`src/rtl/uart_tx_sequencer.sv`:
```
// UART transmit sequencer: small word FIFO feeding a start/data/parity/stop frame FSM,
// with all bit timing taken from the external 16x baud pulse.
module uart_tx_sequencer #(
  parameter int DATA_BITS  = 8,
  parameter int OVERSAMPLE = 16,
  parameter int FIFO_DEPTH = 4,
  parameter int PARITY_EN  = 0,
  parameter int PARITY_ODD = 0,
  parameter int STOP_BITS  = 1
) (
  input  logic                          sysclk,
  input  logic                          reset,
  input  logic                          baud16,
  input  logic [DATA_BITS-1:0]          tx_data,
  input  logic                          tx_valid,
  output logic                          tx_ready,
  output logic                          txd,
  output logic                          busy,
  output logic [$clog2(FIFO_DEPTH):0]   fifo_count
);

  localparam int PW = $clog2(FIFO_DEPTH);
  localparam int CW = PW + 1;
  localparam int TW = (OVERSAMPLE > 1) ? $clog2(OVERSAMPLE) : 1;
  localparam int BW = $clog2(DATA_BITS);

  localparam logic [CW-1:0] FULL      = CW'(FIFO_DEPTH);
  localparam logic [TW-1:0] TICK_LAST = TW'(OVERSAMPLE - 1);
  localparam logic [BW-1:0] BIT_LAST  = BW'(DATA_BITS - 1);
  localparam logic          STOP_LAST = (STOP_BITS == 2);
  localparam logic          ODD       = (PARITY_ODD != 0);

  typedef enum logic [2:0] {IDLE, START, DATA, PARITY, STOP} state_t;

  state_t                state;
  logic [DATA_BITS-1:0]  mem [FIFO_DEPTH];
  logic [PW-1:0]         wr_ptr;
  logic [PW-1:0]         rd_ptr;
  logic [TW-1:0]         tick_cnt;
  logic [BW-1:0]         bit_cnt;
  logic                  stop_cnt;
  logic [DATA_BITS-1:0]  shift;
  logic                  par;
  logic                  push;
  logic                  pop;
  logic                  bit_end;
  logic                  last_stop;

  assign tx_ready  = (fifo_count != FULL);
  assign busy      = (state != IDLE) || (fifo_count != '0);
  assign push      = tx_valid && tx_ready;
  assign bit_end   = baud16 && (tick_cnt == TICK_LAST);
  assign last_stop = (state == STOP) && bit_end && (stop_cnt == STOP_LAST);
  // The FSM is the only consumer: once from IDLE on a tick, or chained off the final stop bit.
  assign pop       = (fifo_count != '0) && (((state == IDLE) && baud16) || last_stop);

  always_ff @(posedge sysclk or negedge reset) begin
    if (!reset) begin
      wr_ptr     <= '0;
      rd_ptr     <= '0;
      fifo_count <= '0;
    end else begin
      if (push) wr_ptr <= wr_ptr + PW'(1);
      if (pop)  rd_ptr <= rd_ptr + PW'(1);
      case ({push, pop})
        2'b10:   fifo_count <= fifo_count + CW'(1);
        2'b01:   fifo_count <= fifo_count - CW'(1);
        default: fifo_count <= fifo_count;
      endcase
    end
  end

  // Payload storage carries no reset; every word is written before it can be read.
  always_ff @(posedge sysclk) begin
    if (push) mem[wr_ptr] <= tx_data;
    if (pop) begin
      shift <= mem[rd_ptr];
      par   <= 1'b0;
    end else if ((state == DATA) && bit_end) begin
      shift <= shift >> 1;
      par   <= par ^ shift[0];
    end
  end

  always_ff @(posedge sysclk or negedge reset) begin
    if (!reset) begin
      state    <= IDLE;
      txd      <= 1'b1;
      tick_cnt <= '0;
      bit_cnt  <= '0;
      stop_cnt <= 1'b0;
    end else begin
      if ((state != IDLE) && baud16) tick_cnt <= bit_end ? '0 : tick_cnt + TW'(1);
      case (state)
        IDLE: begin
          if (pop) begin
            txd      <= 1'b0;
            state    <= START;
            tick_cnt <= '0;
          end
        end
        START: begin
          if (bit_end) begin
            txd     <= shift[0];
            state   <= DATA;
            bit_cnt <= '0;
          end
        end
        DATA: begin
          if (bit_end) begin
            if (bit_cnt == BIT_LAST) begin
              stop_cnt <= 1'b0;
              if (PARITY_EN != 0) begin
                txd   <= par ^ shift[0] ^ ODD;
                state <= PARITY;
              end else begin
                txd   <= 1'b1;
                state <= STOP;
              end
            end else begin
              txd     <= shift[1];
              bit_cnt <= bit_cnt + BW'(1);
            end
          end
        end
        PARITY: begin
          if (bit_end) begin
            txd      <= 1'b1;
            state    <= STOP;
            stop_cnt <= 1'b0;
          end
        end
        STOP: begin
          if (bit_end) begin
            if (stop_cnt == STOP_LAST) begin
              if (pop) begin
                txd   <= 1'b0;
                state <= START;
              end else begin
                state <= IDLE;
              end
            end else begin
              stop_cnt <= 1'b1;
            end
          end
        end
        default: state <= IDLE;
      endcase
    end
  end

endmodule

```
`config.mk`:
```
export PLATFORM = sky130hd
export DESIGN_NAME = uart_tx_sequencer
export DESIGN_NICKNAME = d
export VERILOG_FILES = /design/src/rtl/uart_tx_sequencer.sv
export SDC_FILE = /design/constraint.sdc
export NUM_CORES = 1
export LEC_CHECK = 0
export ABC_AREA = 1
export CAP_MARGIN = 10
export CORE_MARGIN = 2
export CORE_UTILIZATION = 58
export CTS_CLUSTER_SIZE = 8
export DETAILED_ROUTE_END_ITERATION = 10
export GPL_ROUTABILITY_DRIVEN = 0
export GPL_TIMING_DRIVEN = 0
export PLACE_DENSITY = 0.83
export SYNTH_ARGS = -nofsm -noshare
export SYNTH_HDL_FRONTEND = slang
export SYNTH_SLANG_ARGS = --single-unit
```
`constraint.sdc`:
```
create_clock -name sysclk -period 2.9 [get_ports sysclk]
set_input_delay 0.725 -clock sysclk [delete_from_list [all_inputs] [get_ports sysclk]]
set_output_delay 0.725 -clock sysclk [all_outputs]
set_load 0.02 [all_outputs]
```
==> results.yml, run 1 <==
detailed_routing:
  drt_iter0_drc: 135
  routedWlPerCell_um: 14.1
  antenna_left: 0
  drc: 0
  finalWirelength_um: 4810
  drtPass1Iterations: 4
  viasPerCell: 5.30
  vias: 1802
sta:
  relSlewSlack_pct: 45.1
  max_freq_ghz: 0.378
  finalHoldViolCount: 0
  fin_crit_ns: 2.65
  hold_slack_ns: 0.481
  finalSetupViolCount: 0
  finalCritPeriodShare_pct: 91.3
  rsz0062_at_grt: "no"
  setup_tns_ns: 0
  worst_pin_slew_ns: 0.821
  maxSlewViolCount: 0
  fin_ws_ns: 0.252
  skew_ns: 0.00519
clock_tree:
  cts.path.max_buffers: 2
  hold_buffers: 0
  clkTransAtPathRegs_ns: 0.07
  cts_resized: 0
  clock_latency_ns: 0.34
  cts_buffers: 9
  cts_root_buf: "clkbuf_8"
  cts_tree: "done"
  cts_num_sinks: 58
  htreeDepth: 3
  postCtsSetupBuffers: 0
synthesis:
  seq_area_frac_synth_pct: 61.8
  async_flop_share_pct: 31.0
  syn-num-nets: 276
  synth-compound-area-share_pct: 7.67
  synth-edff-count: 40
  synth_fa_ha_area_share_pct: 4.49
  yosys_register_bits: 58
  synthFlopType: "edfxtp_1"
  synth_top_family_by_area: "simple AND/OR/NAND/NOR gates"
  synth_cell_type_count: 29
  syn-cell-area_um2: 2670
  synthMuxAreaShare_pct: 0
  yosys.area_share.simple_pct: 19.0
  avgSynthCellArea_um2: 10.5
  synthXorXnorAreaFrac_pct: 1.64
  postSynthCellCount: 255
  yosys_warnings: 0
pwr:
  p_per_area_nw_per_um2: 1060
  leakage_uw: 0.00132
  peakVddDrop_uv: 615
critical_path:
  path_max_fanout: 6
  endpoint_kind: "output port"
  cp_data_arrival_time_ns: 1.92
  slowest_stage: "clkdlybuf4s50_1"
  path_cells: "nor2_1 -> nand2_1 -> or2_2 -> clkdlybuf4s50_1"
  r2r_cells: 11
  start_kind: "register"
  crit_type: "register to output port"
  crit_buf_inv: 1
  cp.required_ns: 2.17
  critPathTopFamily: "simple AND/OR/NAND/NOR gates"
  cp.depth: 4
  cpPeakStageDelay_ns: 0.53
final_layout:
  seqCellArea_um2: 1650
  final_core_util_pct: 70.5
  nFillCells: 337
  drive_gt1_share_pct: 14.2
  nets: 304
  layout_common_cells: "nand2_1, edfxtp_1, nor2_1"
  layout_commonest_cell: "nand2_1"
  area_growth_pct: 15.7
  multiInputGateArea_um2: 878
  diodes: 0
placed_design:
  portBuffers: 17
  pre_cts_ws_ns: 0.0357
  hpwl_um: 3300
grt:
  grt_usage_pct: 20.9
  grt.overflow.total: 0
  antenna_found_initial: 0
  first_global_vias: 1766
  grt_max_degree: 19
  grt_pass1_wl_um: 7910
die:
  core_area_um2: 4380
  fp.dieH_um: 71.9
  ios: 18
  die_x_um: 71.9
  start_util_pct: 61.0
  die-area_um2: 5170
  row_count: 24
min_path:
  min_path_cells: 2
  min_path_type: "register to register"
flow_run:
  max-cap-violations: 0
run_status:
  status: "complete, no violations"
==> power by group <==
| part | internal [uW] | total (uW) | leakage [uW] | switching [uW] |
|---|---|---|---|---|
| sequential | 1170 | 1290 | 0.000585 | 120 |
| combinational | 472 | 1290 | 0.000636 | 821 |
| clock | 386 | 705 | 0.0000955 | 319 |
| total | 2030 | 3290 | 0.00132 | 1260 |
==> routing by layer <==
metal,part of all wire [%],vias to the layer above,wire length [um],GRT usage [%]
li1,-,914,-,-
met1,45,843,2170,26.1
met2,48,34,2310,32.5
met3,4.6,11,219,6.67
met4,2.3,0,110,11.9
met5,0,-,0,0
==> cell families (layout without fill, tap and decap cells) <==
kind of cell,Yosys count,in the layout
XOR/XNOR,5,5
flip-flops,58,58
adder cells (fa/ha/maj),9,9
AO/OA/AOI/OAI,36,36
buffers and inverters,31,64
AND/OR/NAND/NOR,116,116
==> per-stage QoR <==
| stage | std cells | instance area, um^2 | power [uW] |
|---|---|---|---|
| 2_1_floorplan | 255 | 2670 | 2250 |
| 3_3_place_gp | 324 | 2910 | 2540 |
| 3_5_place_dp | 324 | 2910 | 2590 |
| 4_1_cts | 340 | 3090 | 3300 |
| 5_1_grt | 340 | 3090 | 3500 |
| 6_report | 340 | 3090 | 3290 |
==> worst min-delay path: cells and delay by family (launching register included) <==
kind | cells | cell delay (ns)
flops | 1 | 0.37
simple gates | 2 | 0.12
==> synth_stat cells, types with 4 or more instances <==
| cell type | count | area, um^2 |
|---|---|---|
| a21oi_1 | 4 | 20.0 |
| dfrtp_1 | 17 | 425 |
| edfxtp_1 | 40 | 1200 |
| ha_1 | 8 | 100 |
| inv_1 | 15 | 56.3 |
| inv_2 | 9 | 33.8 |
| nand2_1 | 56 | 210 |
| nand3_1 | 11 | 55.1 |
| nor2_1 | 36 | 135 |
| o21ai_0 | 18 | 90.1 |
| o21ai_1 | 4 | 20.0 |
| o22ai_1 | 8 | 50.1 |
==> final cells by class <==
class | instances | share of cell area, %
Buffer | 7 | 1.70
Clock buffer | 9 | 4.00
Clock inverter | 7 | 1.94
Inverter | 24 | 2.91
Multi-Input combinational cell | 166 | 28.4
Sequential cell | 58 | 53.4
Tap cell | 52 | 2.10
Timing Repair Buffer | 17 | 5.50
==> flip-flops by register name, indices dropped and copies added, names as in the netlist, 2 cells and up <==
register / cells
mem: 32
state: 3
shift: 8
bit_cnt: 3
rd_ptr: 2
tick_cnt: 4
fifo_count: 3
wr_ptr: 2
==> worst paths after layout <==
check                                 to         from  slack [ns]
setup / recovery                    busy     state[1]        0.25
hold / removal                       txd          txd        0.48
setup reg to reg           fifo_count[2]  tick_cnt[0]        0.64
hold reg to reg                      txd          txd        0.48
max in group asynchronous      rd_ptr[1]        reset        1.53
min in group asynchronous       state[0]        reset        0.86
Note: power is estimated with default switching activity, not from simulation.
==> inputs of run 2 (changes only) <==
--- a/config.mk
+++ b/config.mk
@@ -8,12 +8,12 @@
 export ABC_AREA = 1
 export CAP_MARGIN = 10
 export CORE_MARGIN = 2
-export CORE_UTILIZATION = 58
+export CORE_UTILIZATION = 57
 export CTS_CLUSTER_SIZE = 8
 export DETAILED_ROUTE_END_ITERATION = 10
 export GPL_ROUTABILITY_DRIVEN = 0
 export GPL_TIMING_DRIVEN = 0
-export PLACE_DENSITY = 0.83
+export PLACE_DENSITY = 0.81
 export SYNTH_ARGS = -nofsm -noshare
 export SYNTH_HDL_FRONTEND = slang
 export SYNTH_SLANG_ARGS = --single-unit
==> results.yml, run 2 (same netlist as run 1, synthesis figures left out) <==
run_status:
  status: "complete, no violations"
final_layout:
  nets: 304
  layout_commonest_cell: "nand2_1"
  regMostFlops: "mem"
  reg.largest.list: "mem x32, shift x8, tick_cnt x4"
  layout_common_cells: "nand2_1, edfxtp_1, nor2_1"
  finalInstanceArea_um2: 3130
  largest_reg_flops: 32
  area_growth_pct: 17.1
  drive_gt1_share_pct: 14.2
  diodes: 0
pwr:
  p_total_uw: 3400
  p_per_area_nw_per_um2: 1090
  leakage_uw: 0.00133
  peakVddDrop_uv: 571
sta:
  hold_slack_ns: 0.479
  relSlewSlack_pct: 44.9
  worst_pin_slew_ns: 0.825
  finalSetupViolCount: 0
  maxSlewViolCount: 0
  max_freq_ghz: 0.381
  fin_crit_ns: 2.63
  setup_tns_ns: 0
  skew_ns: 0.00761
  finalCritPeriodShare_pct: 90.5
  fin_ws_ns: 0.274
  rsz0062_at_grt: "no"
  finalHoldViolCount: 0
critical_path:
  worstReg2RegStart: "tick_cnt[0]"
  start_kind: "register"
  worstReg2RegEnd: "fifo_count[2]"
  crit_type: "register to output port"
  cp-startpoint: "state[1]"
  endpoint_kind: "output port"
  cp.required_ns: 2.17
  cp_data_arrival_time_ns: 1.90
  path_max_fanout: 6
  r2r_slack_ns: 0.63
  r2r_cells: 11
  endpoint: "busy"
placed_design:
  dpl_cell_area_um2: 2910
  hpwl_um: 3190
  portBuffers: 17
  pre_cts_ws_ns: 0.0299
grt:
  first_global_vias: 1762
  grt.overflow.total: 0
  grt_max_degree: 19
  grt_pass1_wl_um: 7910
  grt_usage_pct: 20.5
  antenna_found_initial: 0
clock_tree:
  cts.path.max_buffers: 2
  postCtsSetupBuffers: 0
  cts_resized: 0
  cts_tree: "done"
  cts_root_buf: "clkbuf_8"
  hold_buffers: 0
  clock_latency_ns: 0.33
  cts_num_sinks: 58
  clkTransAtPathRegs_ns: 0.06
  htreeDepth: 3
  cts_buffers: 9
die:
  row_count: 24
  die-area_um2: 5250
  fp.dieH_um: 72.5
  die_x_um: 72.5
  core_area_um2: 4440
  start_util_pct: 60.2
  ios: 18
detailed_routing:
  drt_iter0_drc: 121
  met3_wirelength_um: 297
  vias: 1842
  drc: 0
  routedWlPerCell_um: 13.8
  met2_length_um: 2290
  routed.top_layer: "met4"
  antenna_left: 0
  viasPerCell: 5.42
  wl_met1_um: 2060
  drtPass1Iterations: 4
  finalWirelength_um: 4690
flow_run:
  max-cap-violations: 0
min_path:
  min_path_type: "register to register"
==> run 2: worst min-delay path by stage <==
stage               start         end  slack, ns  cells after the start
2_1_floorplan       reset  bit_cnt[0]       0.43                      0
3_3_place_gp   bit_cnt[1]  bit_cnt[1]       0.46                      2
3_5_place_dp   bit_cnt[1]  bit_cnt[1]       0.47                      2
4_1_cts        bit_cnt[1]  bit_cnt[1]       0.48                      2
5_1_grt               txd         txd       0.52                      2
6_report       bit_cnt[1]  bit_cnt[1]       0.48                      2
==> run 2: layout make-up <==
class                   instances  area (um^2)
flip-flops and latches         58         1650
plain buffers                   7         52.6
well taps                      52         65.1
clock inverters                 3         63.8
repair buffers                 17          170
clock buffers                  13          159
inverters                      24         90.1
multi-input cells             166          878
fillers                       327         1310
==> run 2: report_power, final <==
group          switching (uW)  total (uW)  internal, uW
registers                 121        1290          1170
clock network             297         826           529
logic                     815        1290           473
total                    1230        3400          2170
==> run 2: worst max-delay path, stage by stage (launching register included) <==
cell and delay [ns]:
dfrtp_1 0.44, nor2_1 0.14, nand2_1 0.14, or2_2 0.32
clkdlybuf4s50_1 0.54
==> run 2: per-stage QoR <==
stage,util [%],instances
6_report,70.5,340
4_1_cts,70.5,340
3_5_place_dp,65.5,324
5_1_grt,70.5,340
2_1_floorplan,-,255
3_3_place_gp,65.5,324
==> run 2: routing by layer <==
| metal | vias to the layer above | GRT usage (%) |
|---|---|---|
| li1 | 918 | - |
| met1 | 868 | 27.3 |
| met2 | 54 | 30.7 |
| met3 | 2 | 5.69 |
| met4 | 0 | 11.5 |
| met5 | - | 0 |
